--- src/rtl/apb_req_arb_pkg.sv ---
// rtl/apb_req_arb_pkg.sv - shared FSM state type and slave-index width helper
package apb_req_arb_pkg;

  typedef enum logic [1:0] {
    ST_IDLE   = 2'd0,
    ST_SETUP  = 2'd1,
    ST_ACCESS = 2'd2
  } state_t;

  function automatic int idx_width(input int n);
    return (n > 1) ? $clog2(n) : 1;
  endfunction

endpackage

--- src/rtl/apb_req_arb_if.sv ---
// rtl/apb_req_arb_if.sv - requester and APB bus bundle for apb_req_arb
interface apb_req_arb_if #(
  parameter int ADDR_WIDTH = 32,
  parameter int DATA_WIDTH = 64,
  parameter int DEC_NUMBER = 16,
  parameter int REQ_NUMBER = 4
);
  logic [REQ_NUMBER-1:0]            req_valid_i;
  logic [REQ_NUMBER-1:0]            req_write_i;
  logic [REQ_NUMBER*ADDR_WIDTH-1:0] req_addr_i;
  logic [REQ_NUMBER*DATA_WIDTH-1:0] req_wdata_i;
  logic [REQ_NUMBER-1:0]            req_ready_o;
  logic [REQ_NUMBER-1:0]            rsp_valid_o;
  logic [DATA_WIDTH-1:0]            rsp_rdata_o;
  logic [ADDR_WIDTH-1:0]            paddr_o;
  logic                             penable_o;
  logic [DEC_NUMBER-1:0]            pselx_o;
  logic                             pwrite_o;
  logic [DATA_WIDTH-1:0]            pwdata_o;
  logic [DATA_WIDTH-1:0]            prdata_i;

  modport master (
    input  req_valid_i, req_write_i, req_addr_i, req_wdata_i, prdata_i,
    output req_ready_o, rsp_valid_o, rsp_rdata_o,
    output paddr_o, penable_o, pselx_o, pwrite_o, pwdata_o
  );

  modport slave (
    output req_valid_i, req_write_i, req_addr_i, req_wdata_i, prdata_i,
    input  req_ready_o, rsp_valid_o, rsp_rdata_o,
    input  paddr_o, penable_o, pselx_o, pwrite_o, pwdata_o
  );
endinterface

--- src/rtl/apb_req_arb_rr_arbiter.sv ---
// rtl/apb_req_arb_rr_arbiter.sv - round-robin request to one-hot grant with rotating pointer
module rr_arbiter #(
  parameter int N = 4,
  parameter int W = $clog2(N)
) (
  input  logic         clk,
  input  logic         rst,
  input  logic [N-1:0] req,
  input  logic         advance,
  output logic [N-1:0] grant,
  output logic [W-1:0] grant_idx
);
  logic [W-1:0] ptr;
  logic [W-1:0] idx;
  logic         found;
  int           pos;

  always_comb begin
    grant     = '0;
    grant_idx = '0;
    found     = 1'b0;
    idx       = '0;
    pos       = 0;
    for (int k = 0; k < N; k++) begin
      pos = int'(ptr) + k;
      if (pos >= N) pos = pos - N;
      idx = W'(pos);
      if (!found && req[idx]) begin
        found      = 1'b1;
        grant[idx] = 1'b1;
        grant_idx  = idx;
      end
    end
  end

  // Search resumes just past the last winner.
  always_ff @(posedge clk) begin
    if (rst)
      ptr <= '0;
    else if (advance)
      ptr <= (grant_idx == W'(N-1)) ? '0 : grant_idx + 1'b1;
  end

endmodule

--- src/rtl/apb_req_arb.sv ---
// rtl/apb_req_arb.sv - multi-requester APB master; APB_REQ_ARB_FIXED_PRIO_EN selects fixed priority
module apb_req_arb
  import apb_req_arb_pkg::*;
#(
  parameter int ADDR_WIDTH = 32,
  parameter int DATA_WIDTH = 64,
  parameter int DEC_NUMBER = 16,
  parameter int DEC_LSB    = 12,
  parameter int REQ_NUMBER = 4
) (
  input  logic          clk_i,
  input  logic          rst_i,
  apb_req_arb_if.master bus
);
  localparam int IW = idx_width(DEC_NUMBER);
  localparam int RW = $clog2(REQ_NUMBER);

  state_t                state, state_nxt;
  logic [REQ_NUMBER-1:0] grant;
  logic [RW-1:0]         grant_idx;
  logic                  take;
  logic [RW-1:0]         cur_idx;
  logic [ADDR_WIDTH-1:0] paddr;
  logic                  pwrite;
  logic [DATA_WIDTH-1:0] pwdata;
  logic [REQ_NUMBER-1:0] rsp_valid;
  logic [DATA_WIDTH-1:0] rsp_rdata;
  logic [DEC_NUMBER-1:0] pselx;
  logic                  penable;
  logic [REQ_NUMBER-1:0] req_ready;

  assign take = !rst_i && (state != ST_SETUP) && (|bus.req_valid_i);

`ifdef APB_REQ_ARB_FIXED_PRIO_EN
  logic [RW-1:0] ii;
  always_comb begin
    grant     = '0;
    grant_idx = '0;
    ii        = '0;
    for (int i = REQ_NUMBER - 1; i >= 0; i--) begin
      ii = RW'(i);
      if (bus.req_valid_i[ii]) begin
        grant     = '0;
        grant[ii] = 1'b1;
        grant_idx = ii;
      end
    end
  end
`else
  rr_arbiter #(.N(REQ_NUMBER)) u_rr_arbiter (
    .clk       (clk_i),
    .rst       (rst_i),
    .req       (bus.req_valid_i),
    .advance   (take),
    .grant     (grant),
    .grant_idx (grant_idx)
  );
`endif

  always_ff @(posedge clk_i) begin
    if (rst_i) state <= ST_IDLE;
    else       state <= state_nxt;
  end

  always_comb begin
    state_nxt = state;
    unique case (state)
      ST_IDLE:   if (take) state_nxt = ST_SETUP;
      ST_SETUP:  state_nxt = ST_ACCESS;
      ST_ACCESS: state_nxt = take ? ST_SETUP : ST_IDLE;
      default:   state_nxt = ST_IDLE;
    endcase
  end

  always_comb begin
    pselx     = '0;
    penable   = 1'b0;
    req_ready = take ? grant : '0;
    if (!rst_i && (state == ST_SETUP || state == ST_ACCESS)) begin
      pselx[paddr[DEC_LSB +: IW]] = 1'b1;
      penable = (state == ST_ACCESS);
    end
  end

  // Response is built from the transfer finishing now; a grant on the same edge only touches the payload.
  always_ff @(posedge clk_i) begin
    if (rst_i) begin
      cur_idx   <= '0;
      paddr     <= '0;
      pwrite    <= 1'b0;
      pwdata    <= '0;
      rsp_valid <= '0;
      rsp_rdata <= '0;
    end else begin
      rsp_valid <= '0;
      rsp_rdata <= '0;
      if (state == ST_ACCESS) begin
        rsp_valid <= REQ_NUMBER'(1) << cur_idx;
        rsp_rdata <= pwrite ? '0 : bus.prdata_i;
      end
      if (take) begin
        cur_idx <= grant_idx;
        paddr   <= bus.req_addr_i[grant_idx*ADDR_WIDTH +: ADDR_WIDTH];
        pwrite  <= bus.req_write_i[grant_idx];
        pwdata  <= bus.req_wdata_i[grant_idx*DATA_WIDTH +: DATA_WIDTH];
      end
    end
  end

  assign bus.req_ready_o = req_ready;
  assign bus.pselx_o     = pselx;
  assign bus.penable_o   = penable;
  assign bus.paddr_o     = rst_i ? '0 : paddr;
  assign bus.pwrite_o    = rst_i ? 1'b0 : pwrite;
  assign bus.pwdata_o    = rst_i ? '0 : pwdata;
  assign bus.rsp_valid_o = rst_i ? '0 : rsp_valid;
  assign bus.rsp_rdata_o = rst_i ? '0 : rsp_rdata;

endmodule

--- src/flat_wrapper.sv ---
// flat-port wrapper written by rule: the top's interface ports become plain ports
module apb_req_arb_flat import apb_req_arb_pkg::*;
#(
  parameter int ADDR_WIDTH = 32,
  parameter int DATA_WIDTH = 64,
  parameter int DEC_NUMBER = 16,
  parameter int DEC_LSB    = 12,
  parameter int REQ_NUMBER = 4
)
  (clk_i, rst_i, bus_req_valid_i, bus_req_write_i, bus_req_addr_i, bus_req_wdata_i, bus_prdata_i, bus_req_ready_o, bus_rsp_valid_o, bus_rsp_rdata_o, bus_paddr_o, bus_penable_o, bus_pselx_o, bus_pwrite_o, bus_pwdata_o);
  apb_req_arb_if #(.ADDR_WIDTH(ADDR_WIDTH), .DATA_WIDTH(DATA_WIDTH), .DEC_NUMBER(DEC_NUMBER), .REQ_NUMBER(REQ_NUMBER)) bus_i ();
  input  logic clk_i;
  input  logic rst_i;
  input wire logic [$bits(bus_i.req_valid_i)-1:0] bus_req_valid_i;
  input wire logic [$bits(bus_i.req_write_i)-1:0] bus_req_write_i;
  input wire logic [$bits(bus_i.req_addr_i)-1:0] bus_req_addr_i;
  input wire logic [$bits(bus_i.req_wdata_i)-1:0] bus_req_wdata_i;
  input wire logic [$bits(bus_i.prdata_i)-1:0] bus_prdata_i;
  output wire logic [$bits(bus_i.req_ready_o)-1:0] bus_req_ready_o;
  output wire logic [$bits(bus_i.rsp_valid_o)-1:0] bus_rsp_valid_o;
  output wire logic [$bits(bus_i.rsp_rdata_o)-1:0] bus_rsp_rdata_o;
  output wire logic [$bits(bus_i.paddr_o)-1:0] bus_paddr_o;
  output wire logic [$bits(bus_i.penable_o)-1:0] bus_penable_o;
  output wire logic [$bits(bus_i.pselx_o)-1:0] bus_pselx_o;
  output wire logic [$bits(bus_i.pwrite_o)-1:0] bus_pwrite_o;
  output wire logic [$bits(bus_i.pwdata_o)-1:0] bus_pwdata_o;
  assign bus_i.req_valid_i = bus_req_valid_i;
  assign bus_i.req_write_i = bus_req_write_i;
  assign bus_i.req_addr_i = bus_req_addr_i;
  assign bus_i.req_wdata_i = bus_req_wdata_i;
  assign bus_i.prdata_i = bus_prdata_i;
  assign bus_req_ready_o = bus_i.req_ready_o;
  assign bus_rsp_valid_o = bus_i.rsp_valid_o;
  assign bus_rsp_rdata_o = bus_i.rsp_rdata_o;
  assign bus_paddr_o = bus_i.paddr_o;
  assign bus_penable_o = bus_i.penable_o;
  assign bus_pselx_o = bus_i.pselx_o;
  assign bus_pwrite_o = bus_i.pwrite_o;
  assign bus_pwdata_o = bus_i.pwdata_o;
  apb_req_arb #(.ADDR_WIDTH(ADDR_WIDTH), .DATA_WIDTH(DATA_WIDTH), .DEC_NUMBER(DEC_NUMBER), .DEC_LSB(DEC_LSB), .REQ_NUMBER(REQ_NUMBER)) u_core (.clk_i(clk_i), .rst_i(rst_i), .bus(bus_i));
endmodule
--- config.mk ---
export PLATFORM = sky130hd
export DESIGN_NAME = apb_req_arb_flat
export DESIGN_NICKNAME = d
export VERILOG_FILES = /design/src/rtl/apb_req_arb_pkg.sv /design/src/rtl/apb_req_arb_if.sv /design/src/rtl/apb_req_arb_rr_arbiter.sv /design/src/rtl/apb_req_arb.sv /design/src/flat_wrapper.sv
export SDC_FILE = /design/constraint.sdc
export NUM_CORES = 1
export LEC_CHECK = 0
export BUFFER_PORTS_ARGS = -buffer_cell sky130_fd_sc_hd__buf_2
export CELL_PAD_IN_SITES_DETAIL_PLACEMENT = 0
export CELL_PAD_IN_SITES_GLOBAL_PLACEMENT = 2
export CORE_AREA = 2 2 249 251
export DETAILED_ROUTE_END_ITERATION = 12
export DIE_AREA = 0 0 251 253
export GPL_TIMING_DRIVEN = 0
export PLACE_DENSITY_LB_ADDON = 0.3
export SYNTH_ARGS = -nofsm -noshare
export SYNTH_HDL_FRONTEND = slang
export SYNTH_SLANG_ARGS = --single-unit
--- constraint.sdc ---
create_clock -name clk_i -period 3.3 [get_ports clk_i]
set_clock_uncertainty 0.2 [all_clocks]
set_input_delay 0 -clock clk_i [delete_from_list [all_inputs] [get_ports clk_i]]
set_output_delay 0 -clock clk_i [all_outputs]
set_load 0.005 [all_outputs]
==> results of run 1 <==
[power by group through the flow]
stage | registers, mW | clock network (mW) | logic (mW)
6_report | 2.76 | 2.13 | 10.6
5_1_grt | 2.81 | 2.25 | 11.4
4_1_cts | 2.75 | 2.20 | 10.2
3_5_place_dp | 2.80 | 0 | 9.10
3_3_place_gp | 2.80 | 0 | 9.03
2_1_floorplan | 2.74 | 0 | 5.59
[final cells by class]
class	count	area, µm²
diodes	8	20.02
plain buffers	180	1102
clock buffers	18	429.2
clock inverters	14	130.1
fillers	6470	38460
inverters	7	45.04
multi-input cells	1221	8383
flip-flops and latches	171	3431
well taps	790	988.4
repair buffers	1125	8038
[through the flow]
step | TNS [ns] | cell area [µm²] | setup WS (ns) | hold slack, ns | util, %
6_report | 0 | 22570 | 0.09259 | -0.001758 | 36.98
5_1_grt | -0.0008213 | 22550 | -0.0008213 | 0.01590 | 36.95
2_1_floorplan | 0 | 12470 | 0.01953 | -0.07829 | -
4_1_cts | 0 | 22250 | 0.0001590 | 0.0002465 | 36.46
3_5_place_dp | -96.68 | 16660 | -1.234 | 0.001108 | 27.30
3_3_place_gp | -96.20 | 16660 | -1.272 | 0.0001002 | 27.30
[critical path, delay by kind of cell, from the launching register on]
kind,cells,cell delay [ns]
and+or+nand+nor,2,0.42
muxes,1,0.28
AOI/OAI and AO/OA,3,0.71
DFF,1,0.36
buffers and inverters,6,0.90
adders and majority gates,1,0.22
[worst max-delay path by stage]
| stage | endpoint | slack [ns] | cells after the start |
|---|---|---|---|
| floorplan | u_core.u_rr_arbiter.ptr[0] | 0.02 | 14 |
| global placement | u_core.pwdata[13] | -1.27 | 14 |
| detailed placement | u_core.pwdata[13] | -1.23 | 14 |
| CTS | u_core.pwdata[49] | 0.0002 | 12 |
| global route | bus_req_ready_o[0] | -0.0008 | 9 |
| finish | u_core.paddr[9] | 0.09 | 13 |
[metal layers]
layer  vias to the layer above  global-route usage [%]
li1                       8209                       -
met1                      8598                   30.76
met2                       704                   43.57
met3                       112                   4.616
met4                        16                   6.752
met5                         -                       0
[timing repair]
action,in CTS,in global routing
gates cloned,0,2
pin swaps,7,12
setup endpoints to repair,116,96
hold buffers,453,0
endpoints found under the hold margin,161,0
gates resized for setup,121,83
buffers inserted,22,8
[sequential cells by signal (all words and copies together), names as in the netlist]
name                     flops
u_core.pwrite                1
u_core.rsp_valid             4
u_core.u_rr_arbiter.ptr      2
u_core.cur_idx               2
u_core.pwdata               64
u_core.rsp_rdata            64
u_core.state                 2
u_core.paddr                32
[cells by family (layout without fill, tap and decap cells)]
kind of cell             after synthesis  in the layout  share of synthesized area [%]
AO/OA/AOI/OAI                        639            639                          37.95
XOR/XNOR                               1              1                        0.07026
adder cells (fa/ha/maj)               13             13                          1.305
buffers and inverters                188           1344                          6.623
flip-flops                           171            171                          27.46
multiplexers                          35             35                          3.241
other                                  0              8                              0
AND/OR/NAND/NOR                      533            533                          23.35
[layout by cell type (no fill, tap or decap), types with 24 or more instances in the layout]
master / n
sky130_fd_sc_hd__a22oi_1: 170
sky130_fd_sc_hd__clkbuf_2: 31
sky130_fd_sc_hd__o21ai_0: 81
sky130_fd_sc_hd__nand2_1: 78
sky130_fd_sc_hd__nor2_1: 45
sky130_fd_sc_hd__a21boi_0: 71
sky130_fd_sc_hd__a21oi_1: 67
sky130_fd_sc_hd__and2_1: 82
sky130_fd_sc_hd__nand3_1: 95
sky130_fd_sc_hd__nor2b_1: 167
sky130_fd_sc_hd__clkbuf_1: 74
sky130_fd_sc_hd__nor3_1: 24
sky130_fd_sc_hd__dfxtp_1: 169
sky130_fd_sc_hd__mux2i_1: 28
sky130_fd_sc_hd__buf_4: 47
sky130_fd_sc_hd__buf_2: 654
sky130_fd_sc_hd__a211oi_1: 76
sky130_fd_sc_hd__dlygate4sd3_1: 453
==> summary.md, run 1 <==
| Metric | Value |
|---|---|
| Result of the run | finished with violations |
| Failing checks | hold timing |
| Reg2reg setup slack | 0.09 ns |
| Clock tree from TritonCTS | done |
| Int Pwr | 7.791 mW |
| Final std cells w/o fill | 3534 |
| Maximum root-to-sink buffer count | 2 |
| FFs w/ async S/R, synth | 0% |
| DR WL/cell | 23.26 µm |
| Met2 wire len | 40760 µm |
| Sequential area share after synthesis | 27.46% |
| Average size of a mapped cell | 7.891 µm² |
| Proportion of total power due to net switching | 49.76% |
| Core Region | 0.06103 mm² |
| CP startpoint kind | flop |
| Remaining global-route overflow | 0 |
| Detail Route met3 WL | 4464 µm |
| Routed metal-1 wirelength | 35060 µm |
| Unique cell type count in the Yosys netlist | just under 60 |
| Number of cells in the design after placement | around 3000 |
| Net Switching | a little under 8 mW |
| Initial antenna violation count | 11 |
| Count of final setup violators | 0 |
| HP Class | input port to flop |
| Total count of max-transition violations in the final report | 0 |
| Setup Crit Path Kind | flop to flop |
| Final Cycle Share | 97.19% |
| Clock transition at the register clock pins on the worst setup and hold paths after CTS | 0.07 ns |
| Synth top cells by count | 171 x sky130_fd_sc_hd__dfxtp_1, 170 x sky130_fd_sc_hd__a22oi_1, 168 x sky130_fd_sc_hd__nor2b_1 |
| Number of global-route vias before repair | 18080 |
| First-pass GRT wire length | roughly 120000 µm |
| Sum of internal, switching and leakage power | ~16 mW |
| Layout Nets | 3194 |
| Maximum clock frequency | 311.8 MHz |
| Standby leakage power | 9.716 nW |
| Most frequent cell on the critical path | sky130_fd_sc_hd__buf_12 |
| Worst skew pair latency | around 0.49 ns |
| Final worst path period need | 3.207 ns |
| Num CTS Buffers | 17 |
| Count of clock tree sinks | 171 |
| IO Count | 644 |
| GRT Resource Usage Total | 24.75% |
| Cell at the root of the clock tree | sky130_fd_sc_hd__clkbuf_16 |
| Start point of the worst min-delay path | bus_req_wdata_i[166] |
| Final hold violation count | 1 |
| Total wirelength of the detailed-routed design | 82210 µm |
| Post-synthesis register bit count | between 150 and 200 |
| Cell accounting for the most synthesized area | sky130_fd_sc_hd__dfxtp_1 |
| Setup crit end kind | flop |
| Sequential share of power | 17.8% |
| Top routing layer used | met5 |
| CP max stage cell | sky130_fd_sc_hd__dfxtp_4 |
| Maximum single-stage delay on the critical path | 0.36 ns |
| Worst slew margin | 30.05% |
| Last weighted congestion value of the routability-driven placer | 0.9278 |
| CTS H-tree depth | 4 |
| HPWL after detailed placement | approximately 62000 µm |
| Die boundary height | 253 µm |
| Ys flop type | sky130_fd_sc_hd__dfxtp_1 |
| End of the worst hold path | u_core.pwdata[38] |
| Detailed-router iteration count before antenna repair | 5 |
| Yosys warns | 0 |
| Initial Util | 20.43% |
| Number of enable flip-flop cells after synthesis | 0 |
| Count of unresolved DRC violations after routing | 0 |
| Fraction of power consumed by combinational cells | 68.5% |
| Worst setup startpoint | u_core.u_rr_arbiter.ptr[0] |
| List of cells traversed by the critical path | buf_12 > inv_8 > buf_12 > ha_4 > mux4_2 > buf_6 > o21bai_2 > nand3_4 > buf_4 > clkbuf_4 > and3_1 > a211o_1 > a32o_1 |
| Maximum number of pins on one net before global-route repair | 18 |
| Worst r2r path cells | 13 |
| Standard-cell row count | 91 |
| Routed vias/inst | 4.991 |
| Area fraction of the dominant cell type after synthesis | 27.46% |
| Post-detailed-route count of antenna-violating nets | 0 |
| Net count after synthesis | 2051 |
| Hold-critical path depth | 4 |
| Worst reg2reg endpoint | u_core.paddr[9] |
| Worst Path Max Fanout | 10 |
| Final hold slack | -0.001758 ns |
| Floorplan die width | 251 µm |
| Layout area overhead | 80.99% |
| Number of instances in the synthesized netlist | 1580 |
| Initial drt markers | about 1000 |
| Required @ worst endpoint | 3.48 ns |
| Pwr per Cell Area | 687.1 mW/mm² |
| Tightest Pin Transition | 1.049 ns |
| Main area contributors after synthesis | sky130_fd_sc_hd__dfxtp_1 27%, sky130_fd_sc_hd__a22oi_1 10%, sky130_fd_sc_hd__nor2b_1 8.4%, sky130_fd_sc_hd__a211oi_1 4.6%, sky130_fd_sc_hd__a21boi_0 4.5% |
| Total via count after detailed routing | approximately 18000 |
| Combined area of all synthesized cells | between 0.01 and 0.015 mm² |
| Max-cap violation count | 0 |
| Maximum resistive drop on vdd | 0.0003240 V |
| Share of final-layout standard cells stronger than drive strength 1 | 31.47% |
| Clock group share of total power | between 10 and 15% |
| Arrival time of the worst setup path | 3.39 ns |
| Worst reg2reg path startpoint | u_core.u_rr_arbiter.ptr[0] |
| Port-buffer cells | 640 |
| DIE AREA | ~0.064 mm² |
| Most instantiated library cell after synthesis | sky130_fd_sc_hd__dfxtp_1 |
No activity file was read; power rests on OpenSTA's default activity.
==> run 2: changes to the inputs <==
--- a/config.mk
+++ b/config.mk
@@ -8,9 +8,9 @@
 export BUFFER_PORTS_ARGS = -buffer_cell sky130_fd_sc_hd__buf_2
 export CELL_PAD_IN_SITES_DETAIL_PLACEMENT = 0
 export CELL_PAD_IN_SITES_GLOBAL_PLACEMENT = 2
-export CORE_AREA = 2 2 249 251
+export CORE_AREA = 2 2 250 252
 export DETAILED_ROUTE_END_ITERATION = 12
-export DIE_AREA = 0 0 251 253
+export DIE_AREA = 0 0 252 254
 export GPL_TIMING_DRIVEN = 0
 export PLACE_DENSITY_LB_ADDON = 0.3
 export SYNTH_ARGS = -nofsm -noshare
==> constraint.sdc (replaced) <==
create_clock -name clk_i -period 3.7 [get_ports clk_i]
set_clock_uncertainty 0.2 [all_clocks]
set_input_delay 0 -clock clk_i [delete_from_list [all_inputs] [get_ports clk_i]]
set_output_delay 0 -clock clk_i [all_outputs]
set_load 0.005 [all_outputs]
==> summary.md, run 2 (synthesis gave the netlist of run 1 again) <==
| Metric | Value |
|---|---|
| Post-route standard cell area excluding fillers | 0.02228 mm² |
| Last weighted congestion value of the routability-driven placer | 0.8869 |
| Kind of cell adding the most delay to the critical path | buffers and inverters |
| Cell area after placement | 0.01666 mm² |
| Final hold violation count | 0 |
| Final design utilization | 36.37% |
| Most used cells in the layout excluding fill and tap cells | 657 x sky130_fd_sc_hd__buf_2, 470 x sky130_fd_sc_hd__dlygate4sd3_1, 170 x sky130_fd_sc_hd__a22oi_1, 170 x sky130_fd_sc_hd__dfxtp_1, 168 x sky130_fd_sc_hd__nor2b_1 |
| Final Cycle Share | 96.71% |
| Standard-cell row count | 91 |
| Count of final setup violators | 0 |
| Port-buffer cells | 640 |
| Total wirelength of the detailed-routed design | roughly 83000 µm |
| Setup crit end kind | flop |
| Initial Util | ~20% |
| List of cells traversed by the critical path | buf_8 > inv_4 > buf_4 > ha_4 > mux4_2 > buf_6 > o21ba_2 > o21ai_2 > clkbuf_1 > o22ai_1 > o21ai_0 > a32o_1 |
| Total via count after detailed routing | 17525 |
| CP startpoint kind | flop |
| Total negative setup slack | 0 ns |
| Core Region | 0.06126 mm² |
| Count of clock tree sinks | 171 |
| Detailed-router iteration count before antenna repair | 5 |
| Clock transition at the register clock pins on the worst setup and hold paths after CTS | ~0.09 ns |
| Final worst path period need | about 3.6 ns |
| Result of the run | complete, no violations |
| IO Count | around 640 |
| Floorplan die width | 252 µm |
| Post-detailed-route count of antenna-violating nets | 0 |
| Clock tree from TritonCTS | done |
| Total count of max-transition violations in the final report | 0 |
| Maximum resistive drop on vdd | 0.0004804 V |
| Worst Path Max Fanout | 13 |
| Required @ worst endpoint | 3.94 ns |
| Die boundary height | 254 µm |
| Initial drt markers | between 1000 and 1500 |
| Setup ws final | roughly 0.12 ns |
| DIE AREA | roughly 0.064 mm² |
| Most frequent standard cell in the layout excluding fill and tap cells | sky130_fd_sc_hd__buf_2 |
| Worst slew margin | 24.51% |
| Instance count on the critical path | 12 |
| Cell at the root of the clock tree | sky130_fd_sc_hd__clkbuf_16 |
| Setup repair after global routing missed its margin | false |
| Remaining global-route overflow | 0 |
| Max-cap violation count | 0 |
| Num CTS Buffers | 17 |
| CP max stage cell | sky130_fd_sc_hd__clkbuf_1 |
| Share of final-layout standard cells stronger than drive strength 1 | 29.45% |
| DR WL/cell | 23.52 µm |
| Standby leakage power | 9.562 nW |
| Initial antenna violation count | 16 |
| HPWL after detailed placement | 62300 µm |
| Maximum single-stage delay on the critical path | ~0.50 ns |
| Pre-CTS setup slack | -1.324 ns |
| Routed vias/inst | 4.962 |
| First-pass GRT wire length | 117300 µm |
| CTS H-tree depth | 4 |
| Number of cells in the design after placement | approximately 3000 |
| Regs by FF count | u_core.pwdata (64), u_core.rsp_rdata (64), u_core.paddr (32) |
| Maximum root-to-sink buffer count | 2 |
| Hold-critical path depth | 3 |
| Number of global-route vias before repair | 17955 |
| GRT Resource Usage Total | 24.80% |
| HP Class | input port to flop |
| Worst r2r path cells | 12 |
| Crit path buf inv count | 5 |
| Arrival time of the worst setup path | 3.82 ns |
| Pwr per Cell Area | 601.5 mW/mm² |
| Final hold slack | approximately 0.029 ns |
| Worst skew pair latency | 0.50 ns |
| Final std cells w/o fill | 3532 |
| Layout Nets | between 3000 and 4000 |
| Layout area overhead | 78.70% |
| Maximum number of pins on one net before global-route repair | 22 |
| Setup Crit Path Kind | flop to flop |
| Maximum clock frequency | 279.5 MHz |
| Tightest Pin Transition | 1.132 ns |
| Sum of internal, switching and leakage power | 13.40 mW |
| Count of unresolved DRC violations after routing | 0 |
## run 2: metal layers
layer	vias up	wire length (µm)	GRT usage, %
met1	8481	35010	30.29
li1	8214	-	-
met5	-	67	0
met2	699	41290	43.83
met3	119	4422	4.333
met4	12	2283	8.267
## run 2: tightest hold or removal path, stage by stage
cell                            delay (ns)
sky130_fd_sc_hd__dlygate4sd3_1        0.52
sky130_fd_sc_hd__buf_2                0.09
sky130_fd_sc_hd__and2_1               0.10
## run 2: worst paths after layout
path | start | to | slack, ns
setup / recovery | u_core.u_rr_arbiter.ptr[0] | u_core.pwdata[4] | 0.12
hold / removal | bus_prdata_i[17] | u_core.rsp_rdata[17] | 0.03
setup reg to reg | u_core.u_rr_arbiter.ptr[0] | u_core.pwdata[4] | 0.12
hold reg to reg | u_core.cur_idx[1] | u_core.rsp_valid[2] | 0.30
## run 2: cell type report
class                   count  area, µm²
diodes                     12      30.03
well taps                 790      988.4
fillers                  6516      38980
inverters                   7      31.28
clock inverters            15      203.9
plain buffers             180      919.6
multi-input cells        1221       8279
flip-flops and latches    171       3427
clock buffers              17      425.4
repair buffers           1119       7975
## run 2: power breakdown
| group | total [mW] | switching [mW] | internal [mW] |
|---|---|---|---|
| Sequential | 2.46 | 0.152 | 2.31 |
| Clock | 2.07 | 1.13 | 0.939 |
| Combinational | 8.87 | 5.57 | 3.30 |
## run 2: timing repair
item / CTS / global route
setup endpoints to repair: 115 / 93
hold buffers: 470 / 0
resized for setup: 52 / 41
hold endpoints to repair: 161 / 0
pin swaps: 2 / 5
buffers inserted: 1 / 8
==> run 3: changes to the inputs <==
--- a/config.mk
+++ b/config.mk
@@ -9,9 +9,9 @@
 export CELL_PAD_IN_SITES_DETAIL_PLACEMENT = 0
 export CELL_PAD_IN_SITES_GLOBAL_PLACEMENT = 2
 export CORE_AREA = 2 2 250 252
+export CTS_CLUSTER_DIAMETER = 200
 export DETAILED_ROUTE_END_ITERATION = 12
 export DIE_AREA = 0 0 252 254
-export GPL_TIMING_DRIVEN = 0
 export PLACE_DENSITY_LB_ADDON = 0.3
 export SYNTH_ARGS = -nofsm -noshare
 export SYNTH_HDL_FRONTEND = slang
==> summary.md, run 3 (synthesis gave the netlist of run 1 again) <==
| Metric | Value |
|---|---|
| Cell at the root of the clock tree | sky130_fd_sc_hd__clkbuf_16 |
| CP startpoint kind | flop |
| Layout Nets | 3130 |
| Initial antenna violation count | 16 |
| Pre-CTS setup slack | 0.2439 ns |
| Setup Crit Path Kind | flop to flop |
| Tightest Pin Transition | 1.193 ns |
| Detail Route met3 WL | 4564 µm |
| Final hold violation count | 0 |
| Final std cells w/o fill | 3469 |
| Worst slew margin | 20.47% |
| Setup ws final | 0.05877 ns |
| Floorplan die width | 252 µm |
| Total wirelength of the detailed-routed design | 76220 µm |
| HPWL after detailed placement | 48350 µm |
| Result of the run | complete, no violations |
| Final design utilization | 36.94% |
| Most frequent standard cell in the layout excluding fill and tap cells | sky130_fd_sc_hd__buf_2 |
| IO Count | roughly 640 |
| Proportion of total power due to net switching | about half |
| Required @ worst endpoint | 3.88 ns |
| Int Pwr | 7.012 mW |
| Net Switching | 6.598 mW |
| Initial drt markers | 985 |
| Most used cells in the layout excluding fill and tap cells | 642 x sky130_fd_sc_hd__buf_2, 549 x sky130_fd_sc_hd__dlygate4sd3_1, 170 x sky130_fd_sc_hd__a22oi_1, 170 x sky130_fd_sc_hd__dfxtp_1, 167 x sky130_fd_sc_hd__nor2b_1 |
| Routed vias/inst | roughly 5.0 |
| Top routing layer used | met5 |
| Fraction of power consumed by combinational cells | 66.7% |
| Remaining global-route overflow | 0 |
| Arrival time of the worst setup path | around 3.8 ns |
| Pwr per Cell Area | 601.4 mW/mm² |
| Maximum clock frequency | 274.6 MHz |
| Maximum resistive drop on vdd | approximately 0.00078 V |
| Standby leakage power | 9.649 nW |
| Clock group share of total power | between 10% and 20% |
| Standard-cell row count | 91 |
| Sequential share of power | 18.2% |
| Initial Util | roughly a fifth |
| GRT Resource Usage Total | 22.51% |
| Core Region | roughly 0.06 mm² |
| Routed metal-1 wirelength | ~32000 µm |
| Cell area after placement | approximately 0.016 mm² |
| HP Class | input port to flop |
| CTS H-tree depth | 4 |
| Regs by FF count | u_core.pwdata (64), u_core.rsp_rdata (64), u_core.paddr (32) |
| DR WL/cell | approximately 22 µm |
| Post-route standard cell area excluding fillers | about 0.023 mm² |
| Final Cycle Share | between 90% and 100% |
| Post-detailed-route count of antenna-violating nets | 0 |
| First-pass GRT wire length | 109500 µm |
| Filler cells | 6422 |
| Setup crit end kind | flop |
| Detailed-router iteration count before antenna repair | 5 |
| Worst Path Max Fanout | 16 |
| Final worst path period need | 3.641 ns |
| Max-cap violation count | 0 |
| Setup repair after global routing missed its margin | true |
| Count of unresolved DRC violations after routing | 0 |
| DIE AREA | 0.06401 mm² |
| Count of final setup violators | 0 |
| Clock tree from TritonCTS | done |
| Sum of internal, switching and leakage power | 13.61 mW |
| Number of global-route vias before repair | 17886 |
| Worst skew pair latency | 0.51 ns |
| Count of clock tree sinks | around 170 |
| Total count of max-transition violations in the final report | 0 |
| Num CTS Buffers | 17 |
| Port-buffer cells | 643 |
| Last weighted congestion value of the routability-driven placer | 0.8260 |
| Die boundary height | 254 µm |
| Number of cells in the design after placement | 2876 |
| Share of final-layout standard cells stronger than drive strength 1 | 28.93% |
| Maximum root-to-sink buffer count | 2 |
| Maximum number of pins on one net before global-route repair | 95 |
| Clock transition at the register clock pins on the worst setup and hold paths after CTS | around 0.09 ns |
| Met2 wire len | 37610 µm |
| Layout area overhead | 81.51% |
| Total via count after detailed routing | 17347 |
run 3: power by group through the flow:
stage               Sequential (mW)  Combinational [mW]  Clock [mW]
floorplan                      2.45                4.99           0
detailed placement             2.52                7.74           0
global placement               2.52                7.67           0
global route                   2.54                9.74        2.16
finish                         2.48                9.07        2.06
CTS                            2.48                8.90        2.12
run 3: layout make-up:
cell class / instances / area, µm² / area share, %
tap: 790 / 988.4 / 4.368
multi-input combinational: 1223 / 8344 / 36.87
inverter: 7 / 28.78 / 0.1272
timing repair buffer: 1239 / 9224 / 40.76
sequential: 171 / 3427 / 15.14
clock buffer: 18 / 439.2 / 1.941
antenna: 7 / 17.52 / 0.07740
clock inverter: 14 / 161.4 / 0.7132
run 3: worst max-delay path, cell delays in order, from the launching register on:
cell                            delay, ns
sky130_fd_sc_hd__dfxtp_4             0.45
sky130_fd_sc_hd__inv_4               0.04
sky130_fd_sc_hd__ha_1                0.30
sky130_fd_sc_hd__mux4_2              0.33
sky130_fd_sc_hd__buf_4               0.20
sky130_fd_sc_hd__o21bai_1            0.26
sky130_fd_sc_hd__a21oi_4             0.24
sky130_fd_sc_hd__buf_4               0.28
sky130_fd_sc_hd__and2_1              0.17
sky130_fd_sc_hd__a2111oi_1           0.05
sky130_fd_sc_hd__dlygate4sd3_1       0.60
sky130_fd_sc_hd__a2111oi_1           0.38
run 3: path summary, 6_finish.rpt:
| kind | from | end | slack, ns | depth (start not counted) |
|---|---|---|---|---|
| max reg2reg | u_core.u_rr_arbiter.ptr[0] | u_core.pwdata[39] | 0.06 | 11 |
| min reg2reg | u_core.cur_idx[1] | u_core.rsp_valid[1] | 0.29 | 1 |
| min | bus_prdata_i[34] | u_core.rsp_rdata[34] | 0.03 | 3 |
| max | u_core.u_rr_arbiter.ptr[0] | u_core.pwdata[39] | 0.06 | 11 |
run 3: what timing repair did:
item | 4_1_cts | 5_1_grt
buffers inserted | 0 | 3
gates resized for setup | 0 | 9
setup endpoints to repair | 0 | 62
hold endpoints to repair | 166 | 0
hold buffers | 549 | 0
run 3: per-layer routing:
metal	global-route usage (%)	vias to the layer above
li1	-	8080
met1	27.28	8464
met2	38.91	669
met3	4.998	118
met4	8.233	16
met5	0	-
run 3: metrics by stage:
stage          setup TNS [ns]  hold slack (ns)
5_1_grt              -0.06629          0.01602
2_1_floorplan               0         -0.07829
4_1_cts                     0        0.0009588
6_report                    0          0.03046
3_3_place_gp                0        0.0004652
3_5_place_dp                0         0.003196
